===== config.mk =====
export PLATFORM = sky130hd
export DESIGN_NAME = triangle_raster_scheduler_flat
export DESIGN_NICKNAME = d
export VERILOG_FILES = /design/src/rtl/triangle_raster_scheduler_pkg.sv /design/src/rtl/triangle_raster_scheduler_if.sv /design/src/rtl/triangle_raster_scheduler_rr_arbiter.sv /design/src/rtl/triangle_raster_scheduler.sv /design/src/flat_wrapper.sv
export SDC_FILE = /design/constraint.sdc
export NUM_CORES = 1
export LEC_CHECK = 0
export BUFFER_PORTS_ARGS = -buffer_cell sky130_fd_sc_hd__buf_2
export CAP_MARGIN = 30
export CORE_MARGIN = 3
export CORE_UTILIZATION = 48
export CTS_BUF_LIST = sky130_fd_sc_hd__clkbuf_8
export CTS_CLUSTER_DIAMETER = 120
export DETAILED_ROUTE_END_ITERATION = 8
export PLACE_DENSITY = 0.85
export SYNTH_ARGS = -nofsm -noshare
export SYNTH_HDL_FRONTEND = slang
export SYNTH_SLANG_ARGS = --single-unit

===== constraint.sdc =====
create_clock -name clock -period 4 [get_ports clock]
set_input_delay 0.2 -clock clock [delete_from_list [all_inputs] [get_ports clock]]
set_output_delay 0.2 -clock clock [all_outputs]
set_load 0.01 [all_outputs]

===== src/rtl/triangle_raster_scheduler_pkg.sv =====
// Shared types for the triangle raster scheduler: FSM states, vertex layout, degenerate-area helper.
// The area helper exists only when SCHED_DEGEN_CULL_EN is defined.
package triangle_raster_scheduler_pkg;

   localparam int VTX_W = 8;
   localparam int TRI_W = 6 * VTX_W;

   // Field order puts ax at the MSB of each 48-bit requester slot.
   typedef struct packed {
      logic [VTX_W-1:0] ax;
      logic [VTX_W-1:0] ay;
      logic [VTX_W-1:0] bx;
      logic [VTX_W-1:0] by;
      logic [VTX_W-1:0] cx;
      logic [VTX_W-1:0] cy;
   } tri_t;

   typedef enum logic [2:0] {
      ST_IDLE,
      ST_LOAD,
      ST_START,
      ST_BUSY,
      ST_DONE
   } state_t;

`ifdef SCHED_DEGEN_CULL_EN
   // Twice the signed triangle area; zero means the three vertices are collinear.
   function automatic logic signed [17:0] area2(input tri_t t);
      logic signed [8:0] e1x, e1y, e2x, e2y;
      e1x = $signed({1'b0, t.bx}) - $signed({1'b0, t.ax});
      e1y = $signed({1'b0, t.by}) - $signed({1'b0, t.ay});
      e2x = $signed({1'b0, t.cx}) - $signed({1'b0, t.ax});
      e2y = $signed({1'b0, t.cy}) - $signed({1'b0, t.ay});
      return e1x * e2y - e1y * e2x;
   endfunction
`endif

endpackage


===== src/rtl/triangle_raster_scheduler_if.sv =====
// Requester and rasteriser-side signal bundle for the triangle raster scheduler.
interface triangle_raster_scheduler_if
   import triangle_raster_scheduler_pkg::*;
#(
   parameter int NREQ = 3,
   parameter int CW   = 3
);

   logic [NREQ-1:0]       req;
   logic [NREQ*TRI_W-1:0] tri_vtx;
   logic [NREQ*CW-1:0]    tri_colour;
   logic [NREQ-1:0]       gnt;
   logic [NREQ-1:0]       done;
   logic                  busy;
   logic [VTX_W-1:0]      dt_ax, dt_ay, dt_bx, dt_by, dt_cx, dt_cy;
   logic [CW-1:0]         dt_colour;
   logic                  dt_draw_en;
   logic                  dt_done;

   modport slave (
      input  req, tri_vtx, tri_colour, dt_done,
      output gnt, done, busy, dt_ax, dt_ay, dt_bx, dt_by, dt_cx, dt_cy, dt_colour, dt_draw_en
   );

   modport master (
      output req, tri_vtx, tri_colour, dt_done,
      input  gnt, done, busy, dt_ax, dt_ay, dt_bx, dt_by, dt_cx, dt_cy, dt_colour, dt_draw_en
   );

endinterface


===== src/rtl/triangle_raster_scheduler_rr_arbiter.sv =====
// Combinational round-robin select: first set request at or after the pointer, wrapping.
module triangle_raster_scheduler_rr_arbiter #(
   parameter int NREQ  = 3,
   parameter int IDX_W = $clog2(NREQ)
) (
   input  logic [NREQ-1:0]  req_i,
   input  logic [IDX_W-1:0] ptr_i,
   output logic [NREQ-1:0]  gnt_o,
   output logic [IDX_W-1:0] idx_o,
   output logic             valid_o
);

   logic found;
   int   cand;

   // NOTE: every output of a combinational block gets a default first; otherwise a latch is inferred.
   always_comb begin
      found = 1'b0;
      cand  = 0;
      idx_o = '0;
      gnt_o = '0;
      for (int k = 0; k < NREQ; k++) begin
         cand = int'(ptr_i) + k;
         if (cand >= NREQ) cand = cand - NREQ;
         if (!found && req_i[IDX_W'(cand)]) begin
            found                = 1'b1;
            idx_o                = IDX_W'(cand);
            gnt_o[IDX_W'(cand)]  = 1'b1;
         end
      end
   end

   assign valid_o = |req_i;

endmodule


===== src/rtl/triangle_raster_scheduler.sv =====
// Shares one draw_triangle rasteriser between NREQ requesters with round-robin arbitration.
// Optional SCHED_DEGEN_CULL_EN: zero-area triangles are completed without being issued.
module triangle_raster_scheduler
   import triangle_raster_scheduler_pkg::*;
#(
   parameter int NREQ = 3,
   parameter int CW   = 3
) (
   input  logic                         clock,
   input  logic                         reset,
   triangle_raster_scheduler_if.slave   sched
);

   localparam int IDX_W = $clog2(NREQ);

   state_t           state_q, state_d;
   logic [IDX_W-1:0] win_q, win_d, ptr_q, ptr_d;
   logic [NREQ-1:0]  win_oh_q, win_oh_d;
   tri_t             tri_q, tri_d;
   logic [CW-1:0]    colour_q, colour_d;

   logic [NREQ-1:0]  arb_oh;
   logic [IDX_W-1:0] arb_idx;
   logic             arb_valid;
   logic [NREQ-1:0]  gnt_c, done_c;
   logic             draw_en_c;

   tri_t             slot_tri [NREQ];
   logic [CW-1:0]    slot_col [NREQ];

   for (genvar i = 0; i < NREQ; i++) begin : g_slot
      assign slot_tri[i] = tri_t'(sched.tri_vtx[TRI_W*i +: TRI_W]);
      assign slot_col[i] = sched.tri_colour[CW*i +: CW];
   end

   triangle_raster_scheduler_rr_arbiter #(
      .NREQ  (NREQ),
      .IDX_W (IDX_W)
   ) u_arb (
      .req_i   (sched.req),
      .ptr_i   (ptr_q),
      .gnt_o   (arb_oh),
      .idx_o   (arb_idx),
      .valid_o (arb_valid)
   );

   // NOTE: state registers use non-blocking assignments so every flop samples pre-edge values.
   always_ff @(posedge clock or posedge reset) begin
      if (reset) begin
         state_q  <= ST_IDLE;
         win_q    <= '0;
         win_oh_q <= '0;
         ptr_q    <= '0;
         tri_q    <= '0;
         colour_q <= '0;
      end else begin
         state_q  <= state_d;
         win_q    <= win_d;
         win_oh_q <= win_oh_d;
         ptr_q    <= ptr_d;
         tri_q    <= tri_d;
         colour_q <= colour_d;
      end
   end

   always_comb begin
      state_d   = state_q;
      win_d     = win_q;
      win_oh_d  = win_oh_q;
      ptr_d     = ptr_q;
      tri_d     = tri_q;
      colour_d  = colour_q;
      gnt_c     = '0;
      done_c    = '0;
      draw_en_c = 1'b0;
      case (state_q)
         ST_IDLE: begin
            // A busy rasteriser blocks the decision so no grant is issued that cannot start.
            if (arb_valid && sched.dt_done) begin
               win_d    = arb_idx;
               win_oh_d = arb_oh;
               state_d  = ST_LOAD;
            end
         end
         ST_LOAD: begin
            gnt_c    = win_oh_q;
            tri_d    = slot_tri[win_q];
            colour_d = slot_col[win_q];
            ptr_d    = (win_q == IDX_W'(NREQ - 1)) ? '0 : win_q + 1'b1;
`ifdef SCHED_DEGEN_CULL_EN
            state_d  = (area2(slot_tri[win_q]) == '0) ? ST_DONE : ST_START;
`else
            state_d  = ST_START;
`endif
         end
         ST_START: begin
            draw_en_c = 1'b1;
            if (!sched.dt_done) state_d = ST_BUSY;
         end
         ST_BUSY: begin
            if (sched.dt_done) state_d = ST_DONE;
         end
         ST_DONE: begin
            done_c  = win_oh_q;
            state_d = ST_IDLE;
         end
         default: state_d = ST_IDLE;
      endcase
   end

   assign sched.gnt        = gnt_c;
   assign sched.done       = done_c;
   assign sched.busy       = (state_q != ST_IDLE);
   assign sched.dt_draw_en = draw_en_c;
   assign sched.dt_ax      = tri_q.ax;
   assign sched.dt_ay      = tri_q.ay;
   assign sched.dt_bx      = tri_q.bx;
   assign sched.dt_by      = tri_q.by;
   assign sched.dt_cx      = tri_q.cx;
   assign sched.dt_cy      = tri_q.cy;
   assign sched.dt_colour  = colour_q;

endmodule

===== src/flat_wrapper.sv =====
// flat-port wrapper written by rule: the top's interface ports become plain ports
module triangle_raster_scheduler_flat import triangle_raster_scheduler_pkg::*;
#(
   parameter int NREQ = 3,
   parameter int CW   = 3
)
  (clock, reset, sched_req, sched_tri_vtx, sched_tri_colour, sched_dt_done, sched_gnt, sched_done, sched_busy, sched_dt_ax, sched_dt_ay, sched_dt_bx, sched_dt_by, sched_dt_cx, sched_dt_cy, sched_dt_colour, sched_dt_draw_en);
  triangle_raster_scheduler_if #(.NREQ(NREQ), .CW(CW)) sched_i ();
  input  logic clock;
  input  logic reset;
  input wire logic [$bits(sched_i.req)-1:0] sched_req;
  input wire logic [$bits(sched_i.tri_vtx)-1:0] sched_tri_vtx;
  input wire logic [$bits(sched_i.tri_colour)-1:0] sched_tri_colour;
  input wire logic [$bits(sched_i.dt_done)-1:0] sched_dt_done;
  output wire logic [$bits(sched_i.gnt)-1:0] sched_gnt;
  output wire logic [$bits(sched_i.done)-1:0] sched_done;
  output wire logic [$bits(sched_i.busy)-1:0] sched_busy;
  output wire logic [$bits(sched_i.dt_ax)-1:0] sched_dt_ax;
  output wire logic [$bits(sched_i.dt_ay)-1:0] sched_dt_ay;
  output wire logic [$bits(sched_i.dt_bx)-1:0] sched_dt_bx;
  output wire logic [$bits(sched_i.dt_by)-1:0] sched_dt_by;
  output wire logic [$bits(sched_i.dt_cx)-1:0] sched_dt_cx;
  output wire logic [$bits(sched_i.dt_cy)-1:0] sched_dt_cy;
  output wire logic [$bits(sched_i.dt_colour)-1:0] sched_dt_colour;
  output wire logic [$bits(sched_i.dt_draw_en)-1:0] sched_dt_draw_en;
  assign sched_i.req = sched_req;
  assign sched_i.tri_vtx = sched_tri_vtx;
  assign sched_i.tri_colour = sched_tri_colour;
  assign sched_i.dt_done = sched_dt_done;
  assign sched_gnt = sched_i.gnt;
  assign sched_done = sched_i.done;
  assign sched_busy = sched_i.busy;
  assign sched_dt_ax = sched_i.dt_ax;
  assign sched_dt_ay = sched_i.dt_ay;
  assign sched_dt_bx = sched_i.dt_bx;
  assign sched_dt_by = sched_i.dt_by;
  assign sched_dt_cx = sched_i.dt_cx;
  assign sched_dt_cy = sched_i.dt_cy;
  assign sched_dt_colour = sched_i.dt_colour;
  assign sched_dt_draw_en = sched_i.dt_draw_en;
  triangle_raster_scheduler #(.NREQ(NREQ), .CW(CW)) u_core (.clock(clock), .reset(reset), .sched(sched_i));
endmodule

==> results.md, run 1 <==
- Post-synth EDFFs: 0
- Area growth, synth to finish: 37.13%
- Adder-Cell Fraction of Synth Area: 1.420%
- Cell Rows: 30
- Worst path bufs/invs: 1
- CP Max Fanout: 31
- Port Buffers: 217
- Vias per inst: 5.209
- Simple-gate portion of the synthesized area: 17.04%
- CP startpoint kind: register
- Filler cells: 579
- Insertion delay to the later sink of the worst-skew pair: 320 ps
- Hold buffers post-CTS: 0
- Max-slew violation total from the final report: 0
- Status: finished, final reports clean
- Worst path max stage delay: 810 ps
- Initial Utilization: 50.76%
- Ant diodes: 0
- Fraction of synthesized cell area in xor and xnor cells: 0%
- Max_cap viols: 0
- Crit. End Element: register
- Cell Pwr Density: 703.7 mW/mm²
- Max-slew headroom: 48.64%
- Yosys warns: 0
- Synth top area share: 43.31%
- Ys async rst share: 100.0%
- Global route overflow: 0
- Largest family of logic cells by synthesized area: compound AO/OA/AOI/OAI gates
- Worst min path class: in2async
- Skew final: 10.23 ps
- Slew @ Worst Pin: 770.4 ps
- Most common library cells after synthesis: 61 x dfrtp_1, 57 x nor2_1, 56 x a21oi_1
- Compound-Gate Fraction of Synth Area: 17.93%
- Post-Syn Area: 0.003525 mm²
- Pin count of the biggest net entering global routing: 71
- Critical path class: reg2reg
- Mux cell area share after synthesis: 15.80%
- Fin cells: 714
- Die width: 91.69 µm
- DP Area: 0.004677 mm²
- Inst Count DP: 700
- Routed WL: 10350 µm
- Global-route wire length before repair: 16680 µm
- Most numerous cell in the Yosys netlist: dfrtp_1
- RSZ-0062 raised after global routing: false
- WL/cell: 14.50 µm
- Final nets: 778
- Leak: 2.634 nW
- Leading area contributor after synthesis: dfrtp_1
- Register area share after synthesis: 43.31%
- Vias in the first global route: 3479
- Final antenna-violating net count: 0
- Post-CTS setup buffers: 0
- Synthesized net count: 576
- Final period util: 51.35%
- CP Cell Sequence: buf_4 > mux2i_1 > nor2_1 > a21oi_1 > o21ai_1
- HPWL after DPL: 7976 µm
- GRT Overall Usage: 24.20%
- GPL Wtd Cong: 0.9225
- Crit path DAT: 2240 ps
- Htree depth: 3
- I/O Pins: 218
- DRC errors left: 0
- Design area: 0.004833 mm²
- Register area: 0.001529 mm²
- Initial antenna violation count: 0
- Die area: 0.008407 mm²
- DR vias: 3719
- Root Buffer: clkbuf_8
- Final setup fails: 0
- Post-Syn Instances: 413
- Initial DRC count: 74
- Die height: 91.69 µm
- Avg Inst Size Synth: 8.534 µm²
- Post-route setup TNS: 0 ps
- Min Clock Period, post-route: 2054 ps
- Primary FF master, synth: dfrtp_1
- Clock Tree Buf Depth: 2
- Max Fclk: 486.8 MHz
- Final Hold Viols: 0
- Reg clk slew, reported paths: 70 ps
- CTS Sinks: 61
- Core Util, Final: 69.60%
- Core Area: 0.006944 mm²
- Post-CTS Resized: 0
- DRT Pass-1 Iters: 4
- Peak VDD IR: 0.3126 mV
- Ranking of synthesized cells by area: dfrtp_1 43%, mux2i_1 15%, a21oi_1 8.0%
- Netlist cell types: 36
- CTS tree: done
- Critical Path RT: 4180 ps
- Layout cells sized above 1: 39.64%
- Area occupied by multi-input gates: 0.001849 mm²
- CP max-delay cell: dfrtp_2
- CTS Buf Count: 9
- Yosys reg bits: 61
- Critical path's top delay family: flip-flops
- Total power: 3.401 mW
## worst reg2reg max path: cells and delay by family (launching register included)
family / cells / cell delay [ps]
muxes: 1 / 290
AOI/OAI and AO/OA: 2 / 210
buffers and inverters: 1 / 560
DFF: 1 / 810
and+or+nand+nor: 1 / 50
## registers in the layout (all words and copies together) (netlist names)
| name | flops |
|---|---|
| u_core.sched.dt_ax | 8 |
| u_core.sched.dt_ay | 8 |
| u_core.sched.dt_bx | 8 |
| u_core.sched.dt_by | 8 |
| u_core.sched.dt_cx | 8 |
| u_core.sched.dt_cy | 8 |
| u_core.sched.dt_colour | 3 |
| u_core.state_q | 3 |
| u_core.win_oh_q | 3 |
| u_core.ptr_q | 2 |
| u_core.win_q | 2 |
## cell type report
| cell class | instances | share of cell area (%) |
|---|---|---|
| Timing Repair Buffer | 222 | 23.92 |
| Inverter | 6 | 0.4660 |
| Multi-Input combinational cell | 315 | 38.26 |
| Clock inverter | 4 | 0.3883 |
| Clock buffer | 10 | 2.848 |
| Sequential cell | 61 | 31.63 |
| Tap cell | 96 | 2.485 |
## cells in the final DEF (no fill, tap or decap), drive strengths merged
cell type	netlist	routed
a21oi	57	57
a311oi	1	1
a31oi	2	2
and2	3	3
and3	4	4
and3b	1	1
and4b	1	1
buf	17	222
clkbuf	14	10
clkinv	0	3
dfrtp	61	61
ha	4	4
inv	6	7
mux2	2	2
mux2i	53	53
nand2	53	53
nand2b	2	2
nand3b	2	2
nand4	2	2
nor2	58	58
nor2b	2	2
nor3	1	1
nor3b	3	3
nor4b	1	1
o211ai	1	1
o21a	2	2
o21ai	53	53
o22a	1	1
o31ai	2	2
or3	2	2
or3b	2	2
## metal layers
layer	up-vias	global-route usage [%]	part of all wire (%)
met3	12	3.692	6.7
met2	156	44.49	53
met5	-	0	0
met4	0	7.797	1.3
li1	1826	-	-
met1	1725	28.78	39
## through the flow
stage | setup WS [ps] | hold slack, ps
floorplan | 2232 | 372.1
global placement | 1914 | 458.1
CTS | 1930 | 114.0
finish | 1946 | 84.87
detailed placement | 1931 | 470.1
global route | 1788 | 138.1
## path summary, 6_finish.rpt
| path | start | end | slack, ps | cells after the start |
|---|---|---|---|---|
| worst min register to register | u_core.sched.dt_ax[7] | u_core.sched.dt_ax[7] | 480 | 2 |
| min in group clock | sched_tri_vtx[73] | u_core.sched.dt_bx[1] | 140 | 3 |
| worst max register to register | u_core.win_q[1] | u_core.sched.dt_ax[3] | 1950 | 5 |
| max in group asynchronous | reset | u_core.win_q[0] | 3340 | 3 |
| worst max-delay path | u_core.win_q[1] | u_core.sched.dt_ax[3] | 1950 | 5 |
| worst min-delay path | reset | u_core.sched.dt_bx[4] | 80 | 3 |
## where the power goes
group / switching [mW] / total (mW) / internal (mW) / leakage (nW)
registers: 0.216 / 1.11 / 0.894 / 0.768
clock network: 0.218 / 0.447 / 0.229 / 0.0890
logic: 1.05 / 1.84 / 0.795 / 1.78
total: 1.48 / 3.40 / 1.92 / 2.63
## kinds of logic (layout without fill, tap and decap cells)
logic type | count (synthesis) | count (layout)
AOI/OAI and AO/OA | 119 | 119
DFF | 61 | 61
muxes | 55 | 55
adders and majority gates | 4 | 4
buffers and inverters | 37 | 242
and+or+nand+nor | 137 | 137
Power figures use the tool's default switching activity.
==> run 2, diff against run 1 <==
--- a/config.mk
+++ b/config.mk
@@ -8,11 +8,11 @@
 export BUFFER_PORTS_ARGS = -buffer_cell sky130_fd_sc_hd__buf_2
 export CAP_MARGIN = 30
 export CORE_MARGIN = 3
-export CORE_UTILIZATION = 48
+export CORE_UTILIZATION = 40
 export CTS_BUF_LIST = sky130_fd_sc_hd__clkbuf_8
 export CTS_CLUSTER_DIAMETER = 120
 export DETAILED_ROUTE_END_ITERATION = 8
-export PLACE_DENSITY = 0.85
+export PLACE_DENSITY = 0.75
 export SYNTH_ARGS = -nofsm -noshare
 export SYNTH_HDL_FRONTEND = slang
 export SYNTH_SLANG_ARGS = --single-unit
==> constraint.sdc (replaced) <==
create_clock -name clock -period 1.82 [get_ports clock]
set_input_delay 0.091 -clock clock [delete_from_list [all_inputs] [get_ports clock]]
set_output_delay 0.091 -clock clock [all_outputs]
set_load 0.01 [all_outputs]
==> run 2 against run 1 <==
Clock-buffer cell count is 2 higher. Global-route usage is 4.6 points lower. Critical endpoint is now u_core.win_oh_q[0]. Utilization is 9.0 points lower. Largest cell class unchanged. Final area is 5.1% higher. Critical path depth is 1 higher. Clock skew is 2.9 ps higher. Sequential share of layout area is 1.5 points lower. Non-clock buffer count is 7 higher.
==> results.md, run 2 (same netlist as run 1, synthesis figures left out) <==
- Vias in the first global route: 3512 (was 3479)
- CP max-delay cell: dfrtp_1 (was dfrtp_2)
- Critical path depth: 6 (was 5)
- Initial DRC count: 70 (was 74)
- Core Area: 0.008382 mm² (was 0.006944 mm²)
- Ant diodes: 0 (unchanged)
- CP startpoint kind: register (unchanged)
- Initial antenna violation count: 0 (unchanged)
- Crit path DAT: 1990 ps (was 2240 ps)
- Min Clock Period, post-route: 1742 ps (was 2054 ps)
- Core Util, Final: 60.59% (was 69.60%)
- Pin count of the biggest net entering global routing: 55 (was 71)
- Fin cells: 732 (was 714)
- Initial Utilization: 42.05% (was 50.76%)
- Worst path bufs/invs: 1 (unchanged)
- Global-route wire length before repair: 15880 µm (was 16680 µm)
- Slew @ Worst Pin: 459.0 ps (was 770.4 ps)
- Htree depth: 3 (unchanged)
- Design area: 0.005079 mm² (was 0.004833 mm²)
- Root Buffer: clkbuf_8 (unchanged)
- Cell Rows: 33 (was 30)
- HPWL after DPL: 7571 µm (was 7976 µm)
- GRT Overall Usage: 19.63% (was 24.20%)
- Routed WL: 10120 µm (was 10350 µm)
- Port Buffers: 217 (unchanged)
- Skew final: 13.09 ps (was 10.23 ps)
- CP Max Fanout: 3 (was 31)
- CTS Sinks: 61 (unchanged)
- Critical path class: reg2reg (unchanged)
- DR vias: 3682 (was 3719)
- Inst Count DP: 713 (was 700)
- CP Cell Sequence: inv_2 > ha_4 > mux2_4 > a21oi_4 > or3b_1 > a31oi_1 (was buf_4 > mux2i_1 > nor2_1 > a21oi_1 > o21ai_1)
- Final antenna-violating net count: 0 (unchanged)
- Vias per inst: 5.030 (was 5.209)
- Max-slew violation total from the final report: 0 (unchanged)
- GPL Wtd Cong: 0.8887 (was 0.9225)
- DRT Pass-1 Iters: 5 (was 4)
- Max_cap viols: 0 (unchanged)
- Area growth, synth to finish: 44.09% (was 37.13%)
- Max-slew headroom: 69.35% (was 48.64%)
- Cell Pwr Density: 1623 mW/mm² (was 703.7 mW/mm²)
- I/O Pins: 218 (unchanged)
- CTS Buf Count: 9 (unchanged)
- R2R cell count: 6 (was 5)
- Peak VDD IR: 0.8110 mV (was 0.3126 mV)
- Final setup fails: 0 (unchanged)
- Max Fclk: 573.9 MHz (was 486.8 MHz)
- Total power: 8.244 mW (was 3.401 mW)
- Commonest non-fill, non-tap cells in the layout: 217 x buf_2, 58 x dfrtp_1, 57 x nor2_1 (was 217 x buf_2, 59 x dfrtp_1, 57 x nor2_1)
- Insertion delay to the later sink of the worst-skew pair: 320 ps (about the same)
- Final nets: 785 (was 778)
- WHS Path Cells: 3
- DP Area: 0.004761 mm² (was 0.004677 mm²)
- Global route overflow: 0 (unchanged)
- Setup WS pre-CTS: 56.93 ps (was 1931 ps)
- Die area: 0.009974 mm² (was 0.008407 mm²)
- Crit. End Element: register (unchanged)
- Die height: 99.87 µm (was 91.69 µm)
- Worst min path class: in2reg (was in2async)
- Reg clk slew, reported paths: 70 ps (about the same)
- Commonest non-fill, non-tap cell in the layout: buf_2 (unchanged)
- Die width: 99.87 µm (was 91.69 µm)
- Layout cells sized above 1: 41.31% (was 39.64%)
- Critical Path RT: 2070 ps (was 4180 ps)
- CTS tree: done (unchanged)
- Clock Tree Buf Depth: 2 (unchanged)
- Status: finished, final reports clean (unchanged)
- PnR worst setup slack: 77.63 ps (was 1946 ps)
- Worst path max stage delay: 410 ps (was 810 ps)
- Leak: 2.728 nW (was 2.634 nW)
- Final period util: 95.73% (was 51.35%)
- DRC errors left: 0 (unchanged)
- WL/cell: 13.82 µm (was 14.50 µm)
- Critical path's top delay family: flip-flops (unchanged)
- Final Hold Viols: 0 (unchanged)
[run 2: cell count changes in the layout (fill, tap and decap cells not counted), sizes merged]
| cell | before | now |
|---|---|---|
| clkbuf | 10 | 12 |
| buf | 222 | 228 |
| dlygate4sd3 | 0 | 1 |
| bufinv | 0 | 3 |
| clkinv | 3 | 0 |
[run 2: worst paths after layout]
kind / slack (ps) / startpoint / endpoint
setup / recovery: 80 / u_core.ptr_q[1] / u_core.win_oh_q[0]
hold reg to reg: 480 / u_core.sched.dt_cx[4] / u_core.sched.dt_cx[4]
min in group asynchronous: 330 / reset / u_core.sched.dt_bx[4]
setup reg to reg: 80 / u_core.ptr_q[1] / u_core.win_oh_q[0]
max in group asynchronous: 910 / reset / u_core.win_q[0]
hold / removal: 30 / sched_tri_vtx[79] / u_core.sched.dt_bx[7]
[run 2: where the power goes]
group | leakage, nW | switching [mW] | total [mW] | internal (mW)
combinational | 1.83 | 2.48 | 4.40 | 1.92
clock | 0.134 | 0.504 | 1.52 | 1.02
sequential | 0.767 | 0.358 | 2.32 | 1.97
[run 2: worst reg2reg max path, stage by stage, from the launching register on]
cell and delay, ps:
dfrtp_1 410, inv_2 100, ha_4 140, mux2_4 320, a21oi_4 160, or3b_1 380
a31oi_1 170
[run 2: area by class of cell]
cell class	count	area (µm²)
clock buffer	12	165.2
multi-input combinational	315	1882
inverter	6	22.52
tap	105	131.4
timing repair buffer	229	1254
sequential	61	1530
clock inverter	4	93.84
fill	751	3303
[run 2: repair_timing]
| item | 4_1_cts | 5_1_grt |
|---|---|---|
| setup endpoints to repair | 0 | 4 |
| hold buffers | 1 | 0 |
| setup buffers | 0 | 2 |
| hold endpoints to repair | 20 | 0 |
| resized for setup | 0 | 7 |
[run 2: metal layers]
layer | vias to the layer above | global-route usage, % | wire length (µm)
met3 | 16 | 4.170 | 756
met1 | 1675 | 21.51 | 3773
li1 | 1840 | - | -
met5 | - | 0 | 0
met4 | 0 | 7.038 | 168
met2 | 151 | 36.99 | 5418
[run 2: metrics by stage]
stage / TNS (ps) / hold slack (ps)
after global routing: -2.758 / 17.47
after detailed placement: 0 / 136.7
after floorplan: 0 / 263.1
final: 0 / 27.68
after CTS: 0 / 11.33
after global placement: 0 / 128.0
